==> config.mk <==
export PLATFORM = sky130hd
export DESIGN_NAME = ad9914_reg_reader
export DESIGN_NICKNAME = d
export VERILOG_FILES = /design/src/rtl/ad9914_pkg.sv /design/src/rtl/ad9914_phase_timer.sv /design/src/rtl/ad9914_reg_reader.sv
export SDC_FILE = /design/constraint.sdc
export NUM_CORES = 1
export LEC_CHECK = 0
export ABC_AREA = 1
export CORE_UTILIZATION = 59
export DETAILED_ROUTE_END_ITERATION = 8
export PLACE_DENSITY = 0.83
export REMOVE_ABC_BUFFERS = 1
export SLEW_MARGIN = 20
export SYNTH_ARGS = -nofsm -noshare
export SYNTH_HDL_FRONTEND = slang
export SYNTH_HIERARCHICAL = 1
export SYNTH_SLANG_ARGS = --single-unit
==> constraint.sdc <==
create_clock -name clk -period 5.1 [get_ports clk]
set_clock_uncertainty 0.1 [all_clocks]
set_input_delay 1.02 -clock clk [delete_from_list [all_inputs] [get_ports clk]]
set_output_delay 1.02 -clock clk [all_outputs]
set_load 0.02 [all_outputs]
==> src/rtl/ad9914_pkg.sv <==
// Shared AD9914 parallel-port definitions: read-FSM state encoding and default
// read timing, kept next to the constants used by ad9914_ctrl.
package ad9914_pkg;

  localparam int unsigned AD9914_ADDR_W = 8;
  localparam int unsigned AD9914_DATA_W = 8;
  localparam int unsigned PHASE_CNT_W   = 16;

  localparam int unsigned RD_SETUP_CLK_NUM_DEF    = 2;
  localparam int unsigned RD_PULSE_CLK_NUM_DEF    = 4;
  localparam int unsigned RD_HOLD_CLK_NUM_DEF     = 2;
  localparam int unsigned GNT_TIMEOUT_CLK_NUM_DEF = 1000;

  typedef enum logic [2:0] {
    ST_IDLE   = 3'd0,
    ST_REQ    = 3'd1,
    ST_SETUP  = 3'd2,
    ST_STROBE = 3'd3,
    ST_HOLD   = 3'd4,
    ST_PUSH   = 3'd5,
    ST_DONE   = 3'd6
  } rd_state_e;

endpackage

==> src/rtl/ad9914_phase_timer.sv <==
// Down-counter for one bus phase: load with the phase length, expire is high
// on the final cycle of that phase.
module ad9914_phase_timer
  import ad9914_pkg::*;
(
  input  logic                   clk,
  input  logic                   rst,
  input  logic                   load,
  input  logic [PHASE_CNT_W-1:0] load_val,
  output logic                   expire
);

  logic [PHASE_CNT_W-1:0] cnt_d, cnt_q;

  // Next count: reload on phase entry, otherwise count down and stop at zero.
  always_comb begin
    cnt_d = cnt_q;
    if (load) begin
      cnt_d = load_val - 16'd1;
    end else if (cnt_q != 16'd0) begin
      cnt_d = cnt_q - 16'd1;
    end else begin
      cnt_d = cnt_q;
    end
  end

  // Counter register.
  always_ff @(posedge clk) begin
    if (rst) begin
      cnt_q <= 16'd0;
    end else begin
      cnt_q <= cnt_d;
    end
  end

  assign expire = (cnt_q == 16'd0);

endmodule

==> src/rtl/ad9914_reg_reader.sv <==
// AD9914 parallel-port register read burst engine with a streaming byte output.
// Defining AD9914_RD_GNT_TIMEOUT_EN adds a bus-grant timeout while in REQ.
module ad9914_reg_reader
  import ad9914_pkg::*;
#(
  parameter int unsigned RD_SETUP_CLK_NUM    = RD_SETUP_CLK_NUM_DEF,
  parameter int unsigned RD_PULSE_CLK_NUM    = RD_PULSE_CLK_NUM_DEF,
  parameter int unsigned RD_HOLD_CLK_NUM     = RD_HOLD_CLK_NUM_DEF,
  parameter int unsigned GNT_TIMEOUT_CLK_NUM = GNT_TIMEOUT_CLK_NUM_DEF
) (
  input  logic       clk,
  input  logic       rst,
  input  logic       start,
  input  logic [7:0] start_addr,
  input  logic [7:0] byte_count,
  output logic       busy,
  output logic       done,
  output logic       err,
  output logic [7:0] m_data,
  output logic       m_valid,
  input  logic       m_ready,
  output logic       bus_req,
  input  logic       bus_gnt,
  output logic       p_rd,
  output logic [7:0] p_addr,
  input  logic [7:0] p_data_in,
  output logic       p_data_tri_select
);

  localparam logic [PHASE_CNT_W-1:0] SETUP_LD = PHASE_CNT_W'(RD_SETUP_CLK_NUM);
  localparam logic [PHASE_CNT_W-1:0] PULSE_LD = PHASE_CNT_W'(RD_PULSE_CLK_NUM);
  localparam logic [PHASE_CNT_W-1:0] HOLD_LD  = PHASE_CNT_W'(RD_HOLD_CLK_NUM);

  rd_state_e              state_d, state_q;
  logic [7:0]             addr_d, addr_q, cnt_d, cnt_q;
  logic [7:0]             m_data_d, m_data_q, p_addr_d, p_addr_q;
  logic                   busy_d, busy_q, bus_req_d, bus_req_q, done_d, done_q;
  logic                   err_d, err_q, m_valid_d, m_valid_q, p_rd_d, p_rd_q;
  logic                   abort_s, load_s, capture_s, phase_expire_s;
  logic                   active_s, bus_phase_s;
  logic [PHASE_CNT_W-1:0] load_val_s;

`ifdef AD9914_RD_GNT_TIMEOUT_EN
  localparam int unsigned      GNT_W    = $clog2(GNT_TIMEOUT_CLK_NUM + 1);
  localparam logic [GNT_W-1:0] GNT_LAST = GNT_W'(GNT_TIMEOUT_CLK_NUM - 1);
  logic [GNT_W-1:0] gnt_cnt_d, gnt_cnt_q;
`endif

  ad9914_phase_timer u_phase_timer (
    .clk      (clk),
    .rst      (rst),
    .load     (load_s),
    .load_val (load_val_s),
    .expire   (phase_expire_s)
  );

  // Next-state, address/count update and phase-timer control.
  always_comb begin
    state_d    = state_q;
    addr_d     = addr_q;
    cnt_d      = cnt_q;
    abort_s    = 1'b0;
    load_s     = 1'b0;
    load_val_s = SETUP_LD;
    capture_s  = 1'b0;
`ifdef AD9914_RD_GNT_TIMEOUT_EN
    gnt_cnt_d  = gnt_cnt_q;
`endif
    case (state_q)
      ST_IDLE: begin
`ifdef AD9914_RD_GNT_TIMEOUT_EN
        gnt_cnt_d = {GNT_W{1'b0}};
`endif
        if (start) begin
          addr_d = start_addr;
          cnt_d  = byte_count;
          if (byte_count == 8'd0) begin
            state_d = ST_DONE;
          end else begin
            state_d = ST_REQ;
          end
        end else begin
          state_d = ST_IDLE;
        end
      end
      ST_REQ: begin
        if (bus_gnt) begin
          state_d    = ST_SETUP;
          load_s     = 1'b1;
          load_val_s = SETUP_LD;
        end
`ifdef AD9914_RD_GNT_TIMEOUT_EN
        else if (gnt_cnt_q == GNT_LAST) begin
          state_d = ST_DONE;
          abort_s = 1'b1;
        end else begin
          gnt_cnt_d = gnt_cnt_q + GNT_W'(1);
        end
`else
        else begin
          state_d = ST_REQ;
        end
`endif
      end
      // Losing the grant mid-cycle abandons the byte in flight.
      ST_SETUP: begin
        if (!bus_gnt) begin
          state_d = ST_DONE;
          abort_s = 1'b1;
        end else if (phase_expire_s) begin
          state_d    = ST_STROBE;
          load_s     = 1'b1;
          load_val_s = PULSE_LD;
        end else begin
          state_d = ST_SETUP;
        end
      end
      ST_STROBE: begin
        if (!bus_gnt) begin
          state_d = ST_DONE;
          abort_s = 1'b1;
        end else if (phase_expire_s) begin
          state_d    = ST_HOLD;
          load_s     = 1'b1;
          load_val_s = HOLD_LD;
          capture_s  = 1'b1;
        end else begin
          state_d = ST_STROBE;
        end
      end
      ST_HOLD: begin
        if (!bus_gnt) begin
          state_d = ST_DONE;
          abort_s = 1'b1;
        end else if (phase_expire_s) begin
          state_d = ST_PUSH;
        end else begin
          state_d = ST_HOLD;
        end
      end
      ST_PUSH: begin
        if (m_ready) begin
          addr_d = addr_q + 8'd1;
          cnt_d  = cnt_q - 8'd1;
          if (cnt_q == 8'd1) begin
            state_d = ST_DONE;
          end else begin
            state_d    = ST_SETUP;
            load_s     = 1'b1;
            load_val_s = SETUP_LD;
          end
        end else begin
          state_d = ST_PUSH;
        end
      end
      ST_DONE: state_d = ST_IDLE;
      default: state_d = ST_IDLE;
    endcase
  end

  // Outputs are decoded from the next state so every port comes from a flop.
  always_comb begin
    active_s    = (state_d == ST_REQ) || (state_d == ST_SETUP) || (state_d == ST_STROBE) ||
                  (state_d == ST_HOLD) || (state_d == ST_PUSH);
    bus_phase_s = (state_d == ST_SETUP) || (state_d == ST_STROBE) || (state_d == ST_HOLD);
    busy_d      = active_s;
    bus_req_d   = active_s;
    p_rd_d      = (state_d != ST_STROBE);
    m_valid_d   = (state_d == ST_PUSH);
    done_d      = (state_d == ST_DONE);
    err_d       = abort_s;
    if (bus_phase_s) begin
      p_addr_d = addr_d;
    end else begin
      p_addr_d = p_addr_q;
    end
    if (capture_s) begin
      m_data_d = p_data_in;
    end else begin
      m_data_d = m_data_q;
    end
  end

  // State, burst bookkeeping and output registers.
  always_ff @(posedge clk) begin
    if (rst) begin
      state_q   <= ST_IDLE;
      addr_q    <= 8'd0;
      cnt_q     <= 8'd0;
      busy_q    <= 1'b0;
      bus_req_q <= 1'b0;
      done_q    <= 1'b0;
      err_q     <= 1'b0;
      m_valid_q <= 1'b0;
      m_data_q  <= 8'd0;
      p_rd_q    <= 1'b1;
      p_addr_q  <= 8'd0;
    end else begin
      state_q   <= state_d;
      addr_q    <= addr_d;
      cnt_q     <= cnt_d;
      busy_q    <= busy_d;
      bus_req_q <= bus_req_d;
      done_q    <= done_d;
      err_q     <= err_d;
      m_valid_q <= m_valid_d;
      m_data_q  <= m_data_d;
      p_rd_q    <= p_rd_d;
      p_addr_q  <= p_addr_d;
    end
  end

`ifdef AD9914_RD_GNT_TIMEOUT_EN
  // Grant-wait counter.
  always_ff @(posedge clk) begin
    if (rst) begin
      gnt_cnt_q <= {GNT_W{1'b0}};
    end else begin
      gnt_cnt_q <= gnt_cnt_d;
    end
  end
`endif

  assign busy              = busy_q;
  assign bus_req           = bus_req_q;
  assign done              = done_q;
  assign err               = err_q;
  assign m_valid           = m_valid_q;
  assign m_data            = m_data_q;
  assign p_rd              = p_rd_q;
  assign p_addr            = p_addr_q;
  assign p_data_tri_select = 1'b1;

endmodule

; Word level (Yosys, flattened, before mapping)
; Index checks and enable logic that the tools add are counted.
[totals]
input_bits = 29
out_inout_bits = 23
register_bits = 56
wordCells = 78
[op_classes]
n_reduce_logical = 16
n_eq_ne = 15
n_mux = 31
bitwise = 1
addsub = 4
[op_table]
columns = op, count
row1 = 16-bit 2-to-1 mux, 2
row2 = 8-bit 2-to-1 mux, 4
row3 = 8-bit case mux with 2 select lines, 2
row4 = 3-bit 2-to-1 mux, 10
row5 = 3-bit case mux with 6 select lines, 1
row6 = 16-bit logical NOT, 1
row7 = 16-bit nonzero test, 1
row8 = "16-bit by 1-bit subtractor with 16-bit output, second input constant", 1
row9 = "3-bit == test, second input constant", 5
row10 = "3-bit by 2-bit == test with 1-bit output, second input constant", 4
row11 = 1-bit 2-to-1 mux, 9
row12 = "8-bit by 1-bit adder with 8-bit output, second input constant", 1
row13 = "8-bit by 1-bit == test with 1-bit output, second input constant", 1
row14 = 8-bit logical NOT, 1
row15 = "8-bit by 1-bit subtractor with 8-bit output, second input constant", 1
row16 = "3-bit by 1-bit == test with 1-bit output, second input constant", 2
row17 = 1-bit logical OR, 6
row18 = 2-bit 2-to-1 mux, 2
row19 = "2-bit inequality test, second input constant", 2
row20 = 2-bit nonzero test, 2
row21 = 2-bit OR reduction, 2
row22 = "3-bit by 1-bit subtractor with 4-bit output, second input constant", 1
row23 = 3-bit logical NOT, 1
row24 = "3-bit by 2-bit inequality test with 1-bit output, second input constant", 1
row25 = 4 further kinds, 4

; Longest topological paths before layout
; Gate-level depths: netlist of run 1.
[depth]
depth_word = 9
depth_mapped = 19
mapped_depth_nobuf = 18

; Cells and area by module
; The synthesis of run 1 kept the hierarchy.
[by_module_without_submodules]
columns = mod, area_each_um2, n_inst, seq_area_each_um2, cells_per_inst
row1 = ad9914_reg_reader, 2260.9, 1, 800.8, 338
row2 = ad9914_phase_timer, 1267.5, 1, 320.3, 213

; Worst setup path before layout of run 1
; No wires, ideal clock.
[synth_path]
kind = input to register
from = input port bus_gnt
to = register u_phase_timer.cnt_q[12]
setup_time_ps = 110
path_slack_ps = 2211
n_path_buf = 1
cell_stages = 15
t_required_ps = 4890
arrival_time_ps = 2680
path_cell_list = nand2_1 > o311ai_0 > buf_6 > inv_6 > nor2_1 > nor2_1 > inv_2 > ha_1 > nand3_1 > nor2_1 > nand3_1 > nand2_1 > nand2_1 > nand2_1 > nor2_2
[synth_via]
elab_cells_between_ends = 8
classes_between = add/sub: 1 / mux: 6 / reduce/logical: 1
[synth_lines]
columns = element, line_no
row1 = from (decl), ad9914_reg_reader.sv:23  ; input logic bus_gnt,
row2 = "1-bit 2-to-1 mux, on equally long branches", "ad9914_reg_reader.sv:119, ad9914_reg_reader.sv:87"
row3 = 1-bit case mux with 3 select lines (*), ad9914_reg_reader.sv:69  ; case (state_q)
row4 = net load_s, ad9914_reg_reader.sv:39  ; logic abort_s, load_s, capture_s, phase_expire_s;
row5 = 16-bit 2-to-1 mux / 2-bit nonzero test (equally long branches), --
row6 = to (signal assigned), ad9914_phase_timer.sv:32  ; cnt_q <= cnt_d;
row7 = to (decl), ad9914_phase_timer.sv:13  ; logic [PHASE_CNT_W-1:0] cnt_d, cnt_q;
; Mark *: on every way through the listed nets, which the timed path passes. The rest lies on a longest branch.
; A chain may end at the register's enable or synchronous reset.

; Worst setup path in the final report of run 1
[layout_path]
from = input port bus_gnt
to = register u_phase_timer.cnt_q[10]
; The elaborated chain is that of the path after synthesis.

==> run metrics, run 1 <==
run status finished clean; Rows 27; synth top area cells dfxtp_1, nand2_1, nor2_1; Ports 52; core box area 5640 um^2; CTS Sinks 56; r2r setup slk 1.83 ns; Root Buffer clkbuf_8; share of the synthesized area in the top cell type 31.8%; cell taking the most area after synthesis dfxtp_1; die area approximately 6300 um^2; largest net degree at the start of global routing 25; Starting Density between 60 and 70%; hold buffers post-CTS 0; MaxCap Viol Count 0; Die X 79.3 um; Tcrit/Tclk final 69.6%; DP Wirelength about 6700 um; FF-to-FF path depth 14; number of enable flip-flop cells after synthesis 0; final setup violation count 0; Via density between 5 and 6; Post-synth top flop dfxtp_1; Final Net Count 645; worst hold path depth 2; Rel. slew slack a little under three fifths; initial antenna violation count 0; CTS H-tree lvls 2; Worst EP arrival 3.65 ns; worst slew pin tran between 0.6 and 0.7 ns; Synth cell types 44; fin util 74.1%; vias in the first global route around 3,100; crit end category flip-flop; layout cell share with drive strength beyond 1 11.3%; die height between 70 and 80 um; reg2reg start u_phase_timer/cnt_q[8]$_SDFFE_PP0P_; Max IR drop VDD 0.332 mV; Clk pin slew, worst setup/hold paths 0.11 ns; Synth async-reset ratio 0%; final instance area 4180 um^2; final non-filler cell total between 600 and 700; placed cell area between 4000 and 5000 um^2; DR vias about 3,500; P per Cell Area 476 nW/um^2; kind of critical path primary input to flip-flop; WP data required roughly 5.2 ns; clock tree buffer depth 2; Hold Crit Endpoint m_data[7]$_SDFFE_PP0P_; Final Hold Viols 0; Fillers ~480; Synth Register Bits 56; Ant. Diodes 0; Num CTS Buffers 5; PostCTS Resize Cnt 0; clk_lat worst skew between 0.3 and 0.4 ns; Mapped Area roughly 3500 um^2; Max Slew Vio Count 0; multi-input combinational cell area approximately 2100 um^2; CTS tree built; leakage 1.95 nW; WL per Instance between 10 and 15 um; crit start category primary input; Seq. cell area ~1100 um^2; RSZ-0062 raised after global routing false; Iteration-0 DRC Markers about 200; crit path max fanout 24; global-route wire length before repair approximately 14,000 um; total congestion overflow 0; first-pass detailed-route iteration total 5; reg2reg end u_phase_timer/cnt_q[10]$_SDFFE_PP0P_; Area growth syn-to-layout 18.5%; Routed Wire Length roughly 8700 um; hold path start m_data[7]$_SDFFE_PP0P_; register area share after synthesis 31.8%; PortBufs 50; DR DRC count 0; min Tclk post-route 3.55 ns; Tightest Hold Check Type flip-flop to flip-flop; Max Freq about 280 MHz; Routed Antenna Nets 0; GRT Util Overall roughly 28%; cells after synthesis between 500 and 600; Placed Cells roughly 680; Ys Warns 6; GP Congestion 0.984; final worst slack ~1.6 ns; Setup Buffers After CTS 0; Syn Area/Cell ~6.4 um^2; pre-CTS setup slack between 1 and 1.5 ns
[critical path, stage by stage]
cell and delay, ns:
clkdlybuf4s50_1 0.58, nand2_1 0.15, o311ai_2 0.43, buf_4 0.34, o21ai_2 0.14, inv_1 0.07
ha_1 0.22, nand3_1 0.16, nor2_1 0.24, nand2_1 0.11, o21ai_1 0.12, a21oi_1 0.08
[power by group]
part	switching (mW)	leakage, nW	internal, mW	total, mW
combinational	0.723	1.45	0.400	1.12
sequential	0.0704	0.459	0.543	0.613
clock	0.157	0.0445	0.0980	0.255
[cell families after synthesis]
| logic type | share of synthesized area [%] |
|---|---|
| AOI/OAI and AO/OA | 11.5 |
| DFF | 31.8 |
| xor gates and xnor gates | 0.745 |
| adders and majority gates | 1.42 |
| and+or+nand+nor | 42.9 |
| buffers and inverters | 11.4 |
| other | 0.213 |
[layer usage]
layer,share of wire (%),vias up,track usage (%)
met5,0,-,0
met4,1.0,0,6.91
met3,6.8,10,4.48
met2,47,108,47.6
met1,45,1591,38.2
li1,-,1831,-
[stage by stage]
stage          hold slack [ns]  setup TNS [ns]  power [mW]
6_report                 0.391               0        1.99
5_1_grt                  0.411               0        2.16
4_1_cts                  0.389               0        1.99
3_5_place_dp             0.371               0        1.73
3_3_place_gp             0.350               0        1.70
2_1_floorplan            0.333           -1.80        1.44
[placed cells by master, fill, tap and decap left out, types with 7 or more instances in the layout]
cell type and count:
nand2_1 145, nor2_1 78, inv_1 65, dfxtp_1 56
clkdlybuf4s50_1 50, nand3_1 38, a21oi_1 28, o21ai_0 27
conb_1 20, nand2_2 14, nor2_2 12, inv_2 7
nand4_1 7
[cell usage after synthesis, drive strengths merged (4+ instances only)]
master    n
nand2   163
nor2     95
inv      74
dfxtp    56
nand3    45
o21ai    34
a21oi    28
buf      12
nand4     7
clkbuf    4
ha        4
nor3      4
o211ai    4
[how the worst max path moves through the flow]
stage | from | endpoint | slack [ns] | cells after the start
6_report | bus_gnt | u_phase_timer/cnt_q[10]$_SDFFE_PP0P_ | 1.55 | 12
5_1_grt | bus_gnt | u_phase_timer/cnt_q[10]$_SDFFE_PP0P_ | 1.31 | 12
4_1_cts | bus_gnt | u_phase_timer/cnt_q[14]$_SDFFE_PP0P_ | 1.55 | 14
3_5_place_dp | bus_gnt | u_phase_timer/cnt_q[14]$_SDFFE_PP0P_ | 1.22 | 14
3_3_place_gp | bus_gnt | u_phase_timer/cnt_q[10]$_SDFFE_PP0P_ | 1.33 | 12
2_1_floorplan | bus_gnt | u_phase_timer/cnt_q[14]$_SDFFE_PP0P_ | -0.32 | 14
[final cells by class]
| cell class | count | area share [%] |
|---|---|---|
| clock buffers | 5 | 1.65 |
| inverters | 74 | 6.82 |
| clock inverters | 3 | 0.509 |
| well taps | 72 | 2.15 |
| repair buffers | 52 | 12.3 |
| multi-input cells | 423 | 49.7 |
| flip-flops and latches | 56 | 26.8 |
[flip-flops by register name, indices dropped and copies added (netlist names)]
name / flops
state_q: 3
err: 1
done: 1
p_addr: 8
m_data: 8
addr_q: 8
p_rd: 1
cnt_q: 8
u_phase_timer/cnt_q: 16
bus_req: 1
m_valid: 1
Power figures use the tool's default switching activity.
==> run 2, diff against run 1 <==
Settings changed: CORE_UTILIZATION 59 to 55, PLACE_DENSITY 0.83 to 0.78.
Clock period 5.1 ns to 3.5 ns, I/O delays scaled along.
==> run 2 against run 1 <==
Sequential power rose by 45%; die area is 7.1% higher; non-clock buffer count grew 7; hold slack lost 0.0066 ns; design area rose by 1.9%; sequential cell count unchanged; highest routed layer unchanged.
==> run metrics, run 2 (synthesis results as in run 1) <==
run status finished clean; Critical Path Slowest Stage Cell nor4_1; placed cell area 4130 um^2 (+0.83%); Tcrit/Tclk final between 90% and 100%; leakage 1.99 nW (+2.0%); Area growth syn-to-layout 20.8%; Placed Cells 684 (+1.0%); hold buffers post-CTS 0 (unchanged); Worst EP arrival 3.29 ns (-0.36 ns); CP cell instances nor2_1 > nand3_1 > nor4_1 > nand2_1 > o311ai_4 > buf_12 > inv_6 > nor2_1 > nor2_1 > inv_2 > ha_1 > nand3_1 > nor2_1 > nand2_1 > o21ai_1 > a21oi_1; GP Congestion 1.00 (+1.8%); Rows 28 (+3.7%); Routed Wire Length 8760 um (+0.84%); Tightest Hold Check Type flip-flop to flip-flop; Clk pin slew, worst setup/hold paths 0.11 ns (about the same); clk_lat worst skew 0.32 ns (about the same); Root Buffer clkbuf_8; cell family with most CP delay simple AND/OR/NAND/NOR gates; WL per Instance 12.6 um (-0.61%); PortBufs 50 (unchanged); multi-input combinational cell area 2090 um^2 (+0.48%); fin util 70.3% (-3.8 points); min Tclk post-route 3.19 ns; Rel. slew slack 55.3% (-0.85 points); max FFs per register 16 (unchanged); MaxCap Viol Count 0 (unchanged); final instance area 4260 um^2 (+1.9%); kind of critical path flip-flop to flip-flop; total congestion overflow 0 (unchanged); Ant. Diodes 0 (unchanged); commonest non-fill, non-tap cell in the layout nand2_1; final non-filler cell total 695 (+1.5%); reg2reg start u_phase_timer/cnt_q[8]$_SDFFE_PP0P_; final setup violation count 0 (unchanged); Fillers 555 (+15%); Iteration-0 DRC Markers 203 (-0.49%); DR DRC count 0 (unchanged); vias in the first global route 2,987 (-3.7%); r2r setup slk 0.31 ns (-1.52 ns); global-route wire length before repair 14,000 um (-0.98%); WP data required 3.60 ns (-1.60 ns); Starting Density 58.2% (-4.3 points); worst hold path depth 2 (unchanged); reg2reg end u_phase_timer/cnt_q[10]$_SDFFE_PP0P_; CTS tree built; Ports 52 (unchanged); largest net degree at the start of global routing 24 (-4.0%); die area 6740 um^2 (+7.1%); DR vias 3,512 (-0.79%); CTS H-tree lvls 2 (unchanged); crit path max fanout 8 (-67%); P per Cell Area 689 nW/um^2 (+45%); FF-to-FF path depth 16 (+2); first-pass detailed-route iteration total 4 (-1); commonest cells after routing, fill and taps aside nand2_1, nor2_1, inv_1; Final Hold Viols 0 (unchanged); slowest stage delay, CP 0.44 ns (-0.14 ns); initial antenna violation count 0 (unchanged); layout cell share with drive strength beyond 1 12.3% (+1.0 points); die height 82.1 um (+3.5%); Hold Crit Endpoint cnt_q[4]$_SDFFE_PP0P_; crit end category flip-flop; hold path start cnt_q[4]$_SDFFE_PP0P_; Die X 82.1 um (+3.5%); worst slew pin tran 0.670 ns (+0.0127 ns); Via density 5.05 (-2.2%); core box area 6060 um^2 (+7.4%); Max Freq roughly 310 MHz; clock tree buffer depth 2 (unchanged); Reg with most FFs u_phase_timer/cnt_q; CP most frequent cell nor2_1; RSZ-0062 raised after global routing false; Seq. cell area 1120 um^2 (unchanged); Num CTS Buffers 5 (unchanged); Max Slew Vio Count 0 (unchanged); GRT Util Overall 27.2% (-1.3 points); DP Wirelength 6600 um (-0.87%); sum of buffers and inverters on the critical path 3 (unchanged); Max IR drop VDD 0.438 mV (+32%); crit start category flip-flop; Routed Antenna Nets 0 (unchanged); Final Net Count 652 (+1.1%); CTS Sinks 56 (unchanged)
-- run 2: cell types whose count changed in the layout (fill, tap and decap cells not counted), sizes merged --
cell  delta
buf      +7
-- run 2: worst reg2reg max path: cells and delay by family (launching register included) --
kind	cells	cell delay, ns
AOI/OAI and AO/OA	3	0.54
adders and majority gates	1	0.22
buffers and inverters	3	0.30
DFF	1	0.33
and+or+nand+nor	9	1.58
-- run 2: repair_timing --
action	in CTS	in global routing
endpoints found under the hold margin	0	0
gates resized for setup	0	1
buffers inserted	0	3
setup endpoints to repair	0	11
-- run 2: routing by layer --
layer / wire [um] / global-route usage [%] / up-vias
met4: 188 / 9.30 / 0
met5: 0 / 0 / -
met3: 447 / 3.52 / 17
met2: 3950 / 42.6 / 93
li1: - / - / 1844
met1: 4180 / 38.3 / 1558
-- run 2: cell type report --
class	count	area share [%]
multi-input combinational	423	49.1
timing repair buffer	59	13.6
clock buffer	5	1.61
tap	75	2.20
inverter	74	6.69
clock inverter	3	0.499
sequential	56	26.3
-- run 2: through the flow --
stage	setup WS [ns]	TNS, ns	hold WS [ns]	power (mW)
final	0.306	0	0.385	2.94
after global routing	0.0416	0	0.420	3.19
after CTS	0.0607	0	0.384	2.91
after detailed placement	-0.0814	-0.244	0.367	2.53
after global placement	0.0413	0	0.354	2.50
after floorplan	-1.74	-23.81	0.333	2.10
-- run 2: power by group --
part	internal [mW]	total [mW]	switching (mW)
logic	0.611	1.67	1.06
registers	0.791	0.891	0.0997
clock network	0.143	0.376	0.233
-- run 2: how the worst max path moves through the flow --
stage	startpoint	to	slack [ns]	cells after the start
finish	u_phase_timer/cnt_q[8]$_SDFFE_PP0P_	u_phase_timer/cnt_q[10]$_SDFFE_PP0P_	0.31	16
global route	u_phase_timer/cnt_q[8]$_SDFFE_PP0P_	u_phase_timer/cnt_q[10]$_SDFFE_PP0P_	0.04	16
CTS	u_phase_timer/cnt_q[8]$_SDFFE_PP0P_	u_phase_timer/cnt_q[10]$_SDFFE_PP0P_	0.06	13
detailed placement	bus_gnt	u_phase_timer/cnt_q[10]$_SDFFE_PP0P_	-0.08	11
global placement	bus_gnt	u_phase_timer/cnt_q[10]$_SDFFE_PP0P_	0.04	11
floorplan	u_phase_timer/cnt_q[8]$_SDFFE_PP0P_	u_phase_timer/cnt_q[14]$_SDFFE_PP0P_	-1.74	17
